**src/rtl/data_mem_arbiter_pkg.sv**
```systemverilog
// Shared encodings for the data RAM arbiter between the CPU data port and the debug master.
package data_mem_arbiter_pkg;

    localparam int unsigned MEMCTL_WIDTH = 4;
    localparam int unsigned MEMCTL_WRITE = 0;
    localparam int unsigned RUN_WIDTH    = 4;

    typedef enum logic [1:0] {
        OWN_NONE = 2'd0,
        OWN_CPU  = 2'd1,
        OWN_DBG  = 2'd2
    } owner_e;

    typedef enum logic {
        ST_IDLE    = 1'b0,
        ST_DBG_ACK = 1'b1
    } state_e;

endpackage

```
**src/rtl/data_mem_arbiter_run_counter.sv**
```systemverilog
// Saturating count of contended CPU grants; reaching MAX_CPU_RUN forces a debug slot.
module arb_run_counter
    import data_mem_arbiter_pkg::*;
#(
    parameter int unsigned MAX_CPU_RUN = 4
) (
    input  logic clock,
    input  logic reset,
    input  logic clr,
    input  logic inc,
    output logic at_max
);

    localparam logic [RUN_WIDTH-1:0] MAX_CNT = RUN_WIDTH'(MAX_CPU_RUN);

    logic [RUN_WIDTH-1:0] run_count_q;
    logic [RUN_WIDTH-1:0] run_count_d;

    assign at_max = (run_count_q == MAX_CNT);

    // Next count: clear wins, otherwise increment until saturated.
    always_comb begin
        run_count_d = run_count_q;
        if (clr) begin
            run_count_d = '0;
        end else if (inc && !at_max) begin
            run_count_d = run_count_q + 1'b1;
        end
    end

    // Count register.
    always_ff @(posedge clock or negedge reset) begin
        if (!reset) begin
            run_count_q <= '0;
        end else begin
            run_count_q <= run_count_d;
        end
    end

endmodule

```
**src/rtl/data_mem_arbiter.sv**
```systemverilog
// Shares the data RAM between the CPU data port (single-cycle when uncontended)
// and a req/ack debug master whose wait is bounded by a CPU run counter.
module data_mem_arbiter
    import data_mem_arbiter_pkg::*;
#(
    parameter int unsigned MAX_CPU_RUN = 4,
    parameter int unsigned ADDR_WIDTH  = 32,
    parameter int unsigned DATA_WIDTH  = 32
) (
    input  logic                    clock,
    input  logic                    reset,
    input  logic                    cpu_req,
    input  logic [MEMCTL_WIDTH-1:0] cpu_memory_control,
    input  logic [ADDR_WIDTH-1:0]   cpu_adr,
    input  logic [DATA_WIDTH-1:0]   cpu_write_data,
    output logic [DATA_WIDTH-1:0]   cpu_read_data,
    output logic                    cpu_stall,
    input  logic                    dbg_req,
    input  logic [MEMCTL_WIDTH-1:0] dbg_memory_control,
    input  logic [ADDR_WIDTH-1:0]   dbg_adr,
    input  logic [DATA_WIDTH-1:0]   dbg_write_data,
    output logic                    dbg_ack,
    output logic [DATA_WIDTH-1:0]   dbg_read_data,
    output logic [MEMCTL_WIDTH-1:0] ram_memory_control,
    output logic [ADDR_WIDTH-1:0]   ram_adr,
    output logic [DATA_WIDTH-1:0]   ram_write_data,
    input  logic [DATA_WIDTH-1:0]   ram_read_data
);

    state_e                  state_q;
    state_e                  state_d;
    owner_e                  owner;
    logic                    dbg_elig;
    logic                    at_max;
    logic                    run_clr;
    logic                    run_inc;
    logic [DATA_WIDTH-1:0]   dbg_read_data_q;
    logic [DATA_WIDTH-1:0]   dbg_read_data_d;

    // Debug is not arbitrated during its ack cycle, so a still-high dbg_req cannot double-grant.
    assign dbg_elig = dbg_req && (state_q == ST_IDLE);

    // Owner selection; reset forces no owner so nothing is written while reset is low.
    always_comb begin
        owner = OWN_NONE;
        if (!reset) begin
            owner = OWN_NONE;
        end else if (cpu_req && dbg_elig) begin
            owner = at_max ? OWN_DBG : OWN_CPU;
        end else if (cpu_req) begin
            owner = OWN_CPU;
        end else if (dbg_elig) begin
            owner = OWN_DBG;
        end
    end

    // RAM port mux driven by the current owner.
    always_comb begin
        ram_memory_control = '0;
        ram_adr            = '0;
        ram_write_data     = '0;
        case (owner)
            OWN_CPU: begin
                ram_memory_control = cpu_memory_control;
                ram_adr            = cpu_adr;
                ram_write_data     = cpu_write_data;
            end
            OWN_DBG: begin
                ram_memory_control = dbg_memory_control;
                ram_adr            = dbg_adr;
                ram_write_data     = dbg_write_data;
            end
            default: ;
        endcase
    end

    assign cpu_stall     = reset && cpu_req && (owner != OWN_CPU);
    assign cpu_read_data = ram_read_data;
    assign dbg_ack       = (state_q == ST_DBG_ACK);
    assign dbg_read_data = dbg_read_data_q;

    assign run_inc = (owner == OWN_CPU) && dbg_elig;
    assign run_clr = (owner == OWN_DBG) || ((state_q == ST_IDLE) && !dbg_req);

    arb_run_counter #(
        .MAX_CPU_RUN (MAX_CPU_RUN)
    ) u_run (
        .clock  (clock),
        .reset  (reset),
        .clr    (run_clr),
        .inc    (run_inc),
        .at_max (at_max)
    );

    // Next state and debug read capture (pre-write word on debug writes).
    always_comb begin
        state_d         = state_q;
        dbg_read_data_d = dbg_read_data_q;
        case (state_q)
            ST_IDLE:    if (owner == OWN_DBG) state_d = ST_DBG_ACK;
            ST_DBG_ACK: state_d = ST_IDLE;
            default:    state_d = ST_IDLE;
        endcase
        if (owner == OWN_DBG) begin
            dbg_read_data_d = ram_read_data;
        end
    end

    // State and debug read data registers.
    always_ff @(posedge clock or negedge reset) begin
        if (!reset) begin
            state_q         <= ST_IDLE;
            dbg_read_data_q <= '0;
        end else begin
            state_q         <= state_d;
            dbg_read_data_q <= dbg_read_data_d;
        end
    end

endmodule
```
**config.mk**
```make
export PLATFORM = sky130hd
export DESIGN_NAME = data_mem_arbiter
export DESIGN_NICKNAME = d
export VERILOG_FILES = /design/src/rtl/data_mem_arbiter_pkg.sv /design/src/rtl/data_mem_arbiter_run_counter.sv /design/src/rtl/data_mem_arbiter.sv
export SDC_FILE = /design/constraint.sdc
export NUM_CORES = 1
export LEC_CHECK = 0
export CORE_AREA = 2 2 120 122
export DETAILED_ROUTE_END_ITERATION = 6
export DIE_AREA = 0 0 122 124
export DONT_BUFFER_PORTS = 1
export PLACE_DENSITY = 0.37
export SLEW_MARGIN = 5
export SYNTH_ARGS = -nofsm -noshare
export SYNTH_HDL_FRONTEND = slang
export SYNTH_HIERARCHICAL = 1
export SYNTH_SLANG_ARGS = --single-unit
```
**constraint.sdc**
```tcl
create_clock -name clock -period 7.3 [get_ports clock]
set_input_delay 1.46 -clock clock [delete_from_list [all_inputs] [get_ports clock]]
set_output_delay 1.46 -clock clock [all_outputs]
set_load 0.01 [all_outputs]
```
==> metrics.txt <==
status finished clean; FF-to-FF setup slack around 4000 ps; Starting Density 0.196; clock latency at the later pin of the worst-skew pair approximately 270 ps; sequential share of the synthesized area 0.344; full die area between 0.015 and 0.02 mm²; Post-CTS Resized 0; CTS tree yes; met3 routed WL between 500 and 600 µm; Core Box Area 0.0137 mm²; Rel. slew slack 0.175; number of buffers created by CTS 5; Routed WL between 8 and 9 mm; Starting DRT DRC Count around 160; Top FF cell, synth dfrtp_1; r2r worst-path depth 11; FFs w/ async S/R, synth 1.00; register bit total from synthesis 37; root buffer cell clkbuf_16; CP startpoint kind input port; clock share of power 0.376; crit path kind in -> out; initial antenna violation count 0; Cell Area, Synth 0.00269 mm²; Die W ~120 µm; Tcrit/Tclk final 0.708; Max Fanout on Critical Path 58; RD Place Congestion a little under 0.8; Max clock buf depth 2; internal power component 464 µW; unrepaired setup endpoints after global routing no; r2r startpoint u_run/run_count_q[0]$_DFFE_PN0P_; Hold WC Path Type reg -> reg; hpwl dp about 6.3 mm; GRT Util Overall 0.0872; Max Slew Vio Count 0; vias per cell a little under 5; GRT Residual Overflow 0; Hold Path Depth 2; Synth warnings 6; IO Pins between 300 and 400; Highest Signal Layer met4; Tmin final about 5200 ps; Max Cap Viol 0; DRC 0; die height between 100 and 150 µm; htree depth 2; hold slack approximately 540 ps; via count approximately 2100; nets@finish 422; critical path required time ~5800 ps; share of layout cells above drive strength 1 0.186; Cell Pwr Density around 240 mW/mm²; area growth from synthesis to layout 1.25%; Synthesized Nets roughly 470; Synth Instances around 300; vias in the first global route ~1700; IO Port Bufs 0; Worst-path clk slew roughly 50 ps; Max VDD drop approximately 0.09 mV; P_sw 185 µW; most frequent cells in the layout nor2_1 (70), a22oi_1 (68), dfrtp_1 (37); # clock sinks 37; Hold Path End u_run/run_count_q[3]$_DFFE_PN0P_; HP Start u_run/run_count_q[3]$_DFFE_PN0P_; antenna cells 0; clock skew approximately 4.6 ps; 1st-pass router iterations 5; Post-CTS Hold Buffers 0; met2 WL a little over 4 mm; EDFF count, synth 0; DR WL/cell between 15 and 20 µm; first-pass GRT wire length ~10 mm; M1 wire length about 3.3 mm; sw frac 0.285; Sum Neg Setup Slack 0 ps; Reg-to-Reg End u_run/run_count_q[3]$_DFFE_PN0P_; P_leak ~0.001 µW; Post-CTS Repair Setup Buffers 0; slew of the pin with the lowest slew margin 1240 ps; Fmax achieved between 150 and 200 MHz; Flop pwr share 0.458; critical path endpoint category primary output; Final ANT Viol Nets 0; Setup violations, final 0; Site Rows 43; commonest non-fill, non-tap cell in the layout nor2_1; Final Hold Fails 0; crit path DAT approximately 3700 ps; largest net degree at the start of global routing 71; Comb pwr share 0.166; Yosys cell types 26; post-synthesis average cell area between 9 and 10 µm²
-- logic make-up (layout without fill, tap and decap cells) --
| group | count (synthesis) | in the layout | share of synthesized area |
|---|---|---|---|
| compound gates | 77 | 77 | 0.211 |
| fa+ha+maj | 4 | 4 | 0.0186 |
| buf+inv | 62 | 12 | 0.146 |
| flops | 37 | 37 | 0.344 |
| mux | 32 | 32 | 0.148 |
| simple gates | 85 | 85 | 0.133 |
-- critical path, cell delays in order --
cell	delay (ps)
nor2b_1	250
and3_1	240
ha_4	530
buf_4	610
a22oi_1	280
nor2_1	280
-- through the flow --
step	power, µW	setup WS (ps)	instances	util	cell area, µm²
2_1_floorplan	408	3150	297	-	2690
3_5_place_dp	411	2150	419	0.187	2560
3_3_place_gp	409	2230	419	0.187	2560
6_report	650	2130	427	0.199	2730
5_1_grt	686	1930	427	0.199	2730
4_1_cts	663	2140	427	0.199	2730
-- state kept, by name, summed over array words and instances, names as in the netlist --
register,count
dbg_ack,1
dbg_read_data,32
u_run/run_count_q,4
-- cells in the mapped netlist (2+ instances only) --
| library cell | number | area (µm²) |
|---|---|---|
| clkbuf_1 | 5 | 18.8 |
| ha_1 | 4 | 50.1 |
| buf_6 | 2 | 22.5 |
| a22oi_1 | 68 | 510 |
| inv_1 | 2 | 7.51 |
| buf_4 | 32 | 240 |
| mux2_4 | 10 | 150 |
| buf_2 | 20 | 100 |
| nor2b_1 | 2 | 12.5 |
| a21o_2 | 2 | 17.5 |
| nand3_1 | 4 | 20.0 |
| dfrtp_1 | 37 | 926 |
| nor2_1 | 70 | 263 |
| mux2_2 | 22 | 248 |
| a21oi_1 | 5 | 25.0 |
| nand2_1 | 2 | 7.51 |
-- worst max-delay path by stage --
stage | startpoint | end | slack, ps | cells past startpoint
CTS | dbg_req | ram_memory_control[2] | 2140 | 6
detailed placement | dbg_req | ram_memory_control[2] | 2150 | 6
floorplan | dbg_req | ram_adr[11] | 3150 | 7
global placement | dbg_req | ram_memory_control[2] | 2230 | 6
finish | dbg_req | ram_memory_control[2] | 2130 | 6
global route | dbg_req | ram_memory_control[2] | 1930 | 6
-- metal layers --
| metal | track usage | vias to the layer above |
|---|---|---|
| met3 | 0.0192 | 4 |
| met5 | 0 | - |
| met4 | 0.0230 | 0 |
| met1 | 0.121 | 1042 |
| met2 | 0.138 | 134 |
| li1 | - | 921 |
-- power groups by stage --
| stage | logic [µW] | registers (µW) | clock network (µW) |
|---|---|---|---|
| floorplan | 116 | 291 | 0 |
| global placement | 106 | 303 | 0 |
| detailed placement | 109 | 302 | 0 |
| CTS | 109 | 300 | 254 |
| global route | 120 | 302 | 263 |
| finish | 108 | 297 | 245 |
-- final cells by class --
type | count | area [µm²]
Timing Repair Buffer | 1 | 7.51
Fill cell | 1508 | 11000
Inverter | 3 | 11.3
Tap cell | 180 | 225
Clock buffer | 6 | 129
Clock inverter | 2 | 38.8
Sequential cell | 37 | 926
Multi-Input combinational cell | 198 | 1390
Power figures use the tool's default switching activity.
==> patch (same flow settings) <==
`dbg_read_data_q` no longer has a reset.
--- a/src/rtl/data_mem_arbiter.sv
+++ b/src/rtl/data_mem_arbiter.sv
@@ -110,11 +110,13 @@
     always_ff @(posedge clock or negedge reset) begin
         if (!reset) begin
             state_q         <= ST_IDLE;
-            dbg_read_data_q <= '0;
         end else begin
             state_q         <= state_d;
-            dbg_read_data_q <= dbg_read_data_d;
         end
     end
 
+    always_ff @(posedge clock) begin
+        dbg_read_data_q <= dbg_read_data_d;
+    end
+
 endmodule
Formal check against the unedited RTL: differs if reset is asserted again (counterexample within 4 cycles, from zero or initial values and one cycle with reset low); with reset held inactive, the same outputs for 10 cycles.
==> patch against the original RTL <==
- sequential cell count unchanged
- global-route usage up 0.71 points
- final cell count down 6.6%
- via count fell by 7.3%
- setup slack better by 0.36 ns
- total power is 15% lower
- sequential power down 19%
- synthesized area shrank 0.74%
- cell area is 3.5% lower
- combinational power is 37% lower
- sequential share of layout area up 7.3 points
- hold slack improved by 0.0030 ns
- wire length rose by 6.3%
==> patch: results (changes against the original RTL) <==
Placement
  – Routability cong.: 0.687 (-11%)
  – Pre-CTS worst setup slack: 2.42 ns (+0.272 ns)
  – DP Area: 2460 um2 (-3.7%)

Synthesis
  – Largest cells by area after synthesis: edfxtp_1, a22oi_1, a22oi_2
  – Asr flop ratio synth: 0.135 (-0.865)
  – Register area share after synthesis: 0.406 (+0.0625)
  – Synth Area in Compound Gates: 0.254 (+0.0428)

Worst setup path
  – R2r setup slk: 4.50 ns (+0.39 ns)
  – FF-to-FF path depth: 10 (-1)
  – Worst r2r dst: u_run/run_count_q[2]
  – Crit path DAT: 3.35 ns (-0.36 ns)

Layout
  – Filler Cell Count: 1494 (-0.93%)
  – Nets: 394 (-6.6%)
  – Layout cells sized above 1: 0.187 (+0.000980)
  – Nonclk buf count: 5 (+4)
  – Fin cells: 399 (-6.6%)
  – Fin area: 2630 um2 (-3.5%)
  – Clk tree area frac: 0.0637 (+0.00222)

Global route
  – Maximum number of pins on one net before global-route repair: 63 (-11%)
  – Tot GR Track Use: 0.0943 (+0.00705)

Timing
  – Worst Tran Pin Value: 0.729 ns (-0.508 ns)
  – Hold_ws: 0.544 ns (+0.00298 ns)

Status
  – Status: finished clean

Routing
  – Drt wl/cell: 21.3 um (+14%)

Power and ir drop
  – Combinational share of power: 0.124 (-0.042)
  – Sequential power: 0.241 mW (-19%)
  – Psw: 0.131 mW (-29%)
==> patch: changes by cell type in the layout (fill, tap and decap cells not counted), moves of 10 or more <==
| cell | unedited run | this run |
|---|---|---|
| dfrtp_1 | 37 | 5 |
| edfxtp_1 | 0 | 32 |
| a22oi_1 | 68 | 46 |
| a22oi_2 | 0 | 22 |
| mux2_2 | 22 | 0 |
| mux2_4 | 10 | 0 |
==> patch: layer usage <==
metal,share of wire,track usage
met4,0.0069,0.0216
met1,0.37,0.108
met2,0.54,0.172
met5,0,0
met3,0.088,0.0288
==> patch: worst max-delay path by stage <==
| stage | to | slack, ns | depth (start not counted) |
|---|---|---|---|
| final | ram_write_data[0] | 2.49 | 6 |
| after global routing | ram_write_data[0] | 2.27 | 6 |
| after CTS | ram_adr[30] | 2.42 | 6 |
| after detailed placement | ram_adr[30] | 2.42 | 6 |
| after global placement | ram_adr[30] | 2.52 | 6 |
| after floorplan | ram_adr[10] | 2.48 | 7 |
